[src/rtl/axis_upsizer_pkg.sv]
`default_nettype none
// ============================================================================
// Module   : axis_upsizer_pkg
// Brief    : Shared types, limits and helpers for the upsizer input arbiter.
// Revision : 1.0 - initial release
// ============================================================================
package axis_upsizer_pkg;

  localparam int MAX_SRC = 16;

  typedef enum logic [0:0] {
    IDLE = 1'b0,
    BUSY = 1'b1
  } arb_state_t;

  // Width of a source index; never narrower than one bit.
  function automatic int id_width(input int n);
    return (n <= 2) ? 1 : $clog2(n);
  endfunction

endpackage
`default_nettype wire

[src/rtl/axis_upsizer_arbiter_rr_pick.sv]
`default_nettype none
// ============================================================================
// Module   : rr_pick
// Brief    : Combinational round-robin selector. Returns the first set request
//            at or after ptr, wrapping modulo NUM_SRC.
// Revision : 1.0 - initial release
// ============================================================================
module rr_pick #(
  parameter int NUM_SRC = 4,
  parameter int ID_W    = 2
) (
  input  logic [NUM_SRC-1:0] req,
  input  logic [ID_W-1:0]    ptr,
  output logic               any_req,
  output logic [ID_W-1:0]    idx
);

  logic [2*NUM_SRC-1:0] req_dbl;
  logic [NUM_SRC-1:0]   req_rot;
  logic [ID_W-1:0]      offset;
  logic [ID_W:0]        sum;

  // Rotate so ptr lands on bit 0, priority-encode lowest set bit, rotate back.
  always_comb begin
    req_dbl = {req, req} >> ptr;
    req_rot = req_dbl[NUM_SRC-1:0];
    offset  = '0;
    for (int i = NUM_SRC - 1; i >= 0; i--) begin
      if (req_rot[i]) begin
        offset = ID_W'(i);
      end
    end
    sum = {1'b0, ptr} + {1'b0, offset};
    if (sum >= (ID_W + 1)'(NUM_SRC)) begin
      sum = sum - (ID_W + 1)'(NUM_SRC);
    end
    idx     = sum[ID_W-1:0];
    any_req = |req;
  end

endmodule
`default_nettype wire

[src/rtl/axis_upsizer_arbiter.sv]
`default_nettype none
// ============================================================================
// Module   : axis_upsizer_arbiter
// Brief    : Packet-level round-robin arbiter sharing one upsizer input among
//            NUM_SRC AXI-stream sources. Grant is held for a whole packet or
//            until MAX_BEATS beats, whichever comes first.
// Revision : 1.0 - initial release
// ============================================================================
module axis_upsizer_arbiter
  import axis_upsizer_pkg::*;
#(
  parameter int WIDTH     = 32,
  parameter int NUM_SRC   = 4,
  parameter int MAX_BEATS = 64,
  parameter int ID_W      = id_width(NUM_SRC)
) (
  input  logic                     aclk,
  input  logic                     aresetn,
  input  logic [NUM_SRC-1:0]       s_axis_tvalid,
  output logic [NUM_SRC-1:0]       s_axis_tready,
  input  logic [NUM_SRC*WIDTH-1:0] s_axis_tdata,
  input  logic [NUM_SRC-1:0]       s_axis_tlast,
  output logic                     m_axis_tvalid,
  input  logic                     m_axis_tready,
  output logic [WIDTH-1:0]         m_axis_tdata,
  output logic                     m_axis_tlast,
  output logic [ID_W-1:0]          m_axis_tid,
  output logic                     busy,
  output logic                     forced_cut
);

  localparam int                CNT_W    = $clog2(MAX_BEATS + 1);
  localparam logic [CNT_W-1:0]  LAST_CNT = CNT_W'(MAX_BEATS - 1);
  localparam logic [ID_W-1:0]   LAST_ID  = ID_W'(NUM_SRC - 1);

  if (NUM_SRC < 2 || NUM_SRC > MAX_SRC) begin : g_bad_num_src
    $error("axis_upsizer_arbiter: NUM_SRC out of range");
  end

  arb_state_t       state_q, state_d;
  logic [ID_W-1:0]  grant_q, grant_d;
  logic [ID_W-1:0]  rr_ptr_q, rr_ptr_d;
  logic [CNT_W-1:0] beat_cnt_q, beat_cnt_d;

  logic             pick_any;
  logic [ID_W-1:0]  pick_idx;
  logic             src_last;
  logic             beat_fire;

  rr_pick #(
    .NUM_SRC (NUM_SRC),
    .ID_W    (ID_W)
  ) u_rr_pick (
    .req     (s_axis_tvalid),
    .ptr     (rr_ptr_q),
    .any_req (pick_any),
    .idx     (pick_idx)
  );

  // State, grant, pointer and beat counter registers; reset drops any grant.
  always_ff @(posedge aclk or negedge aresetn) begin
    if (!aresetn) begin
      state_q    <= IDLE;
      grant_q    <= '0;
      rr_ptr_q   <= '0;
      beat_cnt_q <= '0;
    end else begin
      state_q    <= state_d;
      grant_q    <= grant_d;
      rr_ptr_q   <= rr_ptr_d;
      beat_cnt_q <= beat_cnt_d;
    end
  end

  // Arbitration in IDLE; in BUSY mux the granted source and detect release.
  always_comb begin
    state_d       = state_q;
    grant_d       = grant_q;
    rr_ptr_d      = rr_ptr_q;
    beat_cnt_d    = beat_cnt_q;
    s_axis_tready = '0;
    m_axis_tvalid = 1'b0;
    m_axis_tdata  = '0;
    m_axis_tlast  = 1'b0;
    m_axis_tid    = '0;
    forced_cut    = 1'b0;
    src_last      = 1'b0;
    beat_fire     = 1'b0;
    case (state_q)
      IDLE: begin
        if (pick_any) begin
          grant_d    = pick_idx;
          beat_cnt_d = '0;
          state_d    = BUSY;
        end
      end
      BUSY: begin
        src_last               = s_axis_tlast[grant_q];
        m_axis_tvalid          = s_axis_tvalid[grant_q];
        m_axis_tdata           = s_axis_tdata[int'(grant_q) * WIDTH +: WIDTH];
        m_axis_tid             = grant_q;
        s_axis_tready[grant_q] = m_axis_tready;
        m_axis_tlast           = src_last | (beat_cnt_q == LAST_CNT);
        beat_fire              = m_axis_tvalid & m_axis_tready;
        if (beat_fire) begin
          beat_cnt_d = beat_cnt_q + 1'b1;
          if (m_axis_tlast) begin
            // The source that just finished gets lowest priority next time.
            state_d    = IDLE;
            rr_ptr_d   = (grant_q == LAST_ID) ? '0 : grant_q + 1'b1;
            forced_cut = ~src_last;
          end
        end
      end
      default: state_d = IDLE;
    endcase
  end

  assign busy = (state_q == BUSY);

endmodule
`default_nettype wire

[config.mk]
export PLATFORM = sky130hd
export DESIGN_NAME = axis_upsizer_arbiter
export DESIGN_NICKNAME = d
export VERILOG_FILES = /design/src/rtl/axis_upsizer_pkg.sv /design/src/rtl/axis_upsizer_arbiter_rr_pick.sv /design/src/rtl/axis_upsizer_arbiter.sv
export SDC_FILE = /design/constraint.sdc
export NUM_CORES = 1
export LEC_CHECK = 0
export CORE_ASPECT_RATIO = 1.5
export CORE_MARGIN = 2
export CORE_UTILIZATION = 28
export DETAILED_ROUTE_END_ITERATION = 12
export HOLD_SLACK_MARGIN = 0.03
export PLACE_DENSITY = 0.81
export SYNTH_ARGS = -nofsm -noshare
export SYNTH_HDL_FRONTEND = slang
export SYNTH_SLANG_ARGS = --single-unit
export TNS_END_PERCENT = 1
[constraint.sdc]
create_clock -name aclk -period 2.15 [get_ports aclk]
set_input_delay 0.5375 -clock aclk [delete_from_list [all_inputs] [get_ports aclk]]
set_output_delay 0.5375 -clock aclk [all_outputs]
set_load 0.02 [all_outputs]
# Yosys cells after proc, flatten, opt, wreduce, memory -nomap -nowiden
# Cells that the tools add are included.
# totals
latchBits,0
mem_bits_ro,0
register_bits,12
word_cells,54
ramBits,0
in_bits,139
n_memories,0
# classes
mux,27
n_bitwise,5
n_lt_le_gt_ge,3
n_shift,2
multipliers,0
n_reduce_logical,5
n_eq_ne,4
addsub,4
div,0
# op_table
cell,n
indexed part select 128 x 8 -> 32 bit,1
2-to-1 mux 32 bit,1
2-to-1 mux 2 bit,7
2-to-1 mux 7 bit,2
one-hot mux 7 bit (2 select lines),1
2-to-1 mux 1 bit,11
right shift 8 x 2 -> 4 bit,1
adder 7 x 1 -> 7 bit (second input constant),1
equality test 7 x 6 -> 1 bit (second input constant),1
AND 4 bit,1
binary-select mux 1 bit (select 2 bit),2
2-to-1 mux 4 bit,1
AND reduction 2 bit,2
OR reduction 4 bit,1
adder 2 x 2 -> 3 bit,1
>= comparator 3 bit (second input constant),1
less-than comparator 2 x 3 -> 1 bit (second input constant),1
AND reduction 3 bit,1
adder 2 x 1 -> 2 bit (second input constant),1
demux 1 bit (select 2 bit),1
equality test 2 bit (second input constant),1
>= comparator 2 x 1 -> 1 bit (second input constant),1
inequality test 2 x 1 -> 1 bit (second input constant),1
inequality test 2 bit (second input constant),1
6 further kinds,7

# Longest topological paths before layout
# depth
depth_word,8
ltp_mapped,9

# Hierarchy
# Synthesis repeated with hierarchy kept, for this count alone.
# hier_totals
hier_cells,178
area_unflattened_um2,1919.3
# by_module_without_submodules
module,seq_area_each_um2,area_each_um2,cells_per_inst,n_inst
axis_upsizer_arbiter,300.3,1740.4,151,1
rr_pick,0.0,178.9,27,1

# Worst setup path after synthesis
# No wires, ideal clock.
# synth_timing
path_type,input port to output port
start,input s_axis_tvalid[3]
end,output forced_cut
path_slack_ps,-67
stages,4
path_buffers,1
arrival_time_ps,1680
path_cell_list,clkbuf_1 -> mux4_2 -> nand4_1 -> nor3_1
# synth_via
elab_chain_len,5
# synth_rtl
item,line,text
from (decl),axis_upsizer_arbiter.sv:19,"input logic [NUM_SRC-1:0] s_axis_tvalid,"
binary-select mux 1 bit (select 2 bit),axis_upsizer_arbiter.sv:99,m_axis_tvalid = s_axis_tvalid[grant_q];
2-to-1 mux 1 bit (not written as such),axis_upsizer_arbiter.sv:99,
AND 1 bit,axis_upsizer_arbiter.sv:104,beat_fire = m_axis_tvalid & m_axis_tready;
2-to-1 mux 1 bit,axis_upsizer_arbiter.sv:105,if (beat_fire) begin
2-to-1 mux 1 bit,axis_upsizer_arbiter.sv:89,case (state_q)
to (decl),axis_upsizer_arbiter.sv:29,output logic forced_cut
# No other way between the ends. The select of a mux whose other input is x is not followed.

# Worst setup path after layout
# layout_timing
start,input s_axis_tdata[82]
end,output m_axis_tdata[18]
# layout_via
elab_chain_len,2
# layout_rtl
item,line,text
from (decl),axis_upsizer_arbiter.sv:21,"input logic [NUM_SRC*WIDTH-1:0] s_axis_tdata,"
indexed part select 128 x 8 -> 32 bit,axis_upsizer_arbiter.sv:100,m_axis_tdata = s_axis_tdata[int'(grant_q) * WIDTH +: WIDTH];
2-to-1 mux 32 bit,axis_upsizer_arbiter.sv:89,
to (decl),axis_upsizer_arbiter.sv:25,"output logic [WIDTH-1:0] m_axis_tdata,"
# No other way between the ends.

==> results.md <==
- Prevailing post-synth register cell: dfrtp_1
- Maximum number of pins on one net before global-route repair: 27
- Place WS: -0.652 ns
- Reg-to-reg setup timing slack: 0.20 ns
- Post-route cell area: 4110 µm²
- Die Span Y: 105 µm
- Global-route wire length before repair: 12.9 mm
- Static leakage: 1.76 nW
- Antenna-violating nets left: 0
- Library cell with the largest summed area after synthesis: mux4_2
- Port buffer count: 180
- Number of detailed-routing iterations run before antenna repair: 4
- Crit. End Element: primary output
- Worst path arrival time: 1.76 ns
- Seq/Total Area, Yosys: 15.8%
- Reg2reg start: rr_ptr_q[0]
- Number of buffers created by CTS: 3
- Fin crit period: 2.30 ns
- Iteration-0 DRC count of the detailed router: 57
- Slew headroom: 63.0%
- Required time reported for the critical path endpoint: 1.61 ns
- Cells on worst reg2reg path: 8
- Detail-routed net length per standard cell: 18.6 µm
- Initial Utilization: 29.2%
- Instance count of the mapped netlist: 178
- Relative area change from synthesis to final layout: 116%
- # IOs: 181
- Via count of the first global-routing pass: 2,465
- Failing checks: setup timing
- Fin nets: 536
- Routed vias/inst: 5.13
- Final design utilization: 62.9%
- Share of layout cells above drive strength 1: 38.5%
- Worst-path maximum fanout: 1
- Share of flip-flops with an asynchronous set or reset: 100%
- Insertion delay of the later-clocked pin in the worst-skew pair: 0.25 ns
- Count of state elements after synthesis: 12
- Number of inserted filler cells in the final layout: 547
- CTS H-Tree Depth: 1
- Endpoint of the lowest-slack register-to-register path: grant_q[1]
- Vias after detailed routing: 2,403
- Endpoints failing hold: 0
- Total congestion overflow after global routing: 0
- Critical path startpoint category: input port
- Floorplan Core Area: 6530 µm²
- Number of enable flip-flop cells after synthesis: 0
- Post-detail-place hpwl: 7.34 mm
- Post-synthesis average cell area: 10.7 µm²
- Class of the tightest hold or removal check: register to register
- Floorplan row count: 36
- Final total negative setup slack: -3.38 ns
- Startpoint of the most critical setup path: s_axis_tdata[82]
- Total global routing track utilization: 22.2%
- Net count of the mapped netlist: 323
- Routed wire length: 8.70 mm
- Root Buffer: clkbuf_8
- CTS Sinks: 12
- Post-layout instance count excluding filler cells: 468
- Result of the run: finished with violations
- Count of unique library cells instantiated by Yosys: 42
- Die Footprint: 7490 µm²
- Portion of synthesized cell area occupied by the leading cell type: 40.2%
- Area contributors post-synth: mux4_2 40%, dfrtp_1 16%, and2_1 11%
- Number of warnings printed during yosys synthesis: 0
- Clock transition at the registers of the reported paths: 0.05 ns
- Number of buffers inserted for hold repair after clock tree synthesis: 0
- Critical Setup Path Class: input port to primary output
- Setup repair after global routing missed its margin: yes
- Max-cap violations: 0
- Setup Viol. Count Final: 36
- Clock Skews: 0.00129 ns
- Max Clock Freq: 435 MHz
- Clock Path Buffers: 2
- Destination of the critical timing path: m_axis_tdata[18]
- Post-route DRC: 0
- Pins Over Slew Limit: 0
- Number of cells after detailed placement: 456
- Ratio of total power to cell area: 1130 nW/µm²
- Post-route worst setup slack: -0.151 ns
- Slew at the pin closest to its max-slew limit: 0.553 ns
- Clock tree from TritonCTS: done
- Leading cell types in the layout, fill and taps excluded: 113 x clkdlybuf4s50_1, 39 x buf_4, 34 x mux4_2
- Most common library cell in the layout ignoring fill and taps: clkdlybuf4s50_1
- Post-synth design cell area: 1910 µm²
- Final worst path period share: 107%
- RePlAce Congestion: 0.958
- Antenna violations before repair: 2
- Chip width: 71.4 µm
- Largest vdd supply drop: 0.000763 V
- Placed cell area: 4040 µm²
cells by family after synthesis:
kind of cell    synth area share (%)
buf+inv                         5.58
mux                             42.0
simple gates                    23.0
fa+ha+maj                       3.94
flops                           15.8
xor+xnor                       0.919
compound gates                  8.80
synth_stat cells (all sizes together) (4+ instances only):
library cell,n
and3,4
o21ai,6
clkbuf,10
buf,9
dfrtp,12
nor2,9
inv,4
mux4,34
nand2,9
and2,34
ha,6
nand3,5
how the worst min path moves through the flow:
stage | start | end | slack [ns] | cells after the start
6_report | beat_cnt_q[4] | beat_cnt_q[4] | 0.59 | 2
3_3_place_gp | beat_cnt_q[4] | beat_cnt_q[4] | 0.54 | 2
4_1_cts | beat_cnt_q[4] | beat_cnt_q[4] | 0.59 | 2
3_5_place_dp | beat_cnt_q[4] | beat_cnt_q[4] | 0.57 | 2
5_1_grt | beat_cnt_q[3] | beat_cnt_q[3] | 0.62 | 2
2_1_floorplan | aresetn | beat_cnt_q[0] | 0.24 | 0
layer usage:
layer	vias up	track usage, %	share of wire [%]
li1	1118	-	-
met1	1144	21.7	32
met2	116	42.3	55
met3	25	5.88	9.7
met4	0	9.16	3.3
met5	-	0	0
flip-flops by register name, summed over array words and instances, names as in the netlist:
| name | count |
|---|---|
| beat_cnt_q | 7 |
| busy | 1 |
| grant_q | 2 |
| rr_ptr_q | 2 |
through the flow:
step	total power, mW	hold slack [ns]
floorplan	2.56	0.242
global placement	4.30	0.545
detailed placement	4.36	0.566
CTS	4.48	0.587
global route	4.94	0.619
finish	4.65	0.589
power breakdown:
group / switching [mW] / internal (mW)
Sequential: 0.0547 / 0.301
Clock: 0.0854 / 0.131
Combinational: 1.84 / 2.24
Total: 1.98 / 2.67
repair_timing:
| item | in CTS | in global routing |
|---|---|---|
| pin swaps | 5 | 4 |
| endpoints found under the setup margin | 42 | 39 |
| setup buffers | 3 | 2 |
| resized for setup | 214 | 34 |
| hold endpoints to repair | 0 | 0 |
| cloned | 0 | 1 |
cell type report:
cell class	instances	area, µm²	area share [%]
antenna	2	5.00	0.122
clock buffer	4	45.0	1.10
inverter	4	17.5	0.426
multi-input combinational	143	1550	37.7
sequential	12	302	7.34
tap	76	95.1	2.31
timing repair buffer	227	2090	51.0
critical path, cell delays in order:
cell and delay, ns:
clkdlybuf4s50_1 0.42, mux4_2 0.45, and2_1 0.19, buf_2 0.16
(Power assumes the default switching activity.)
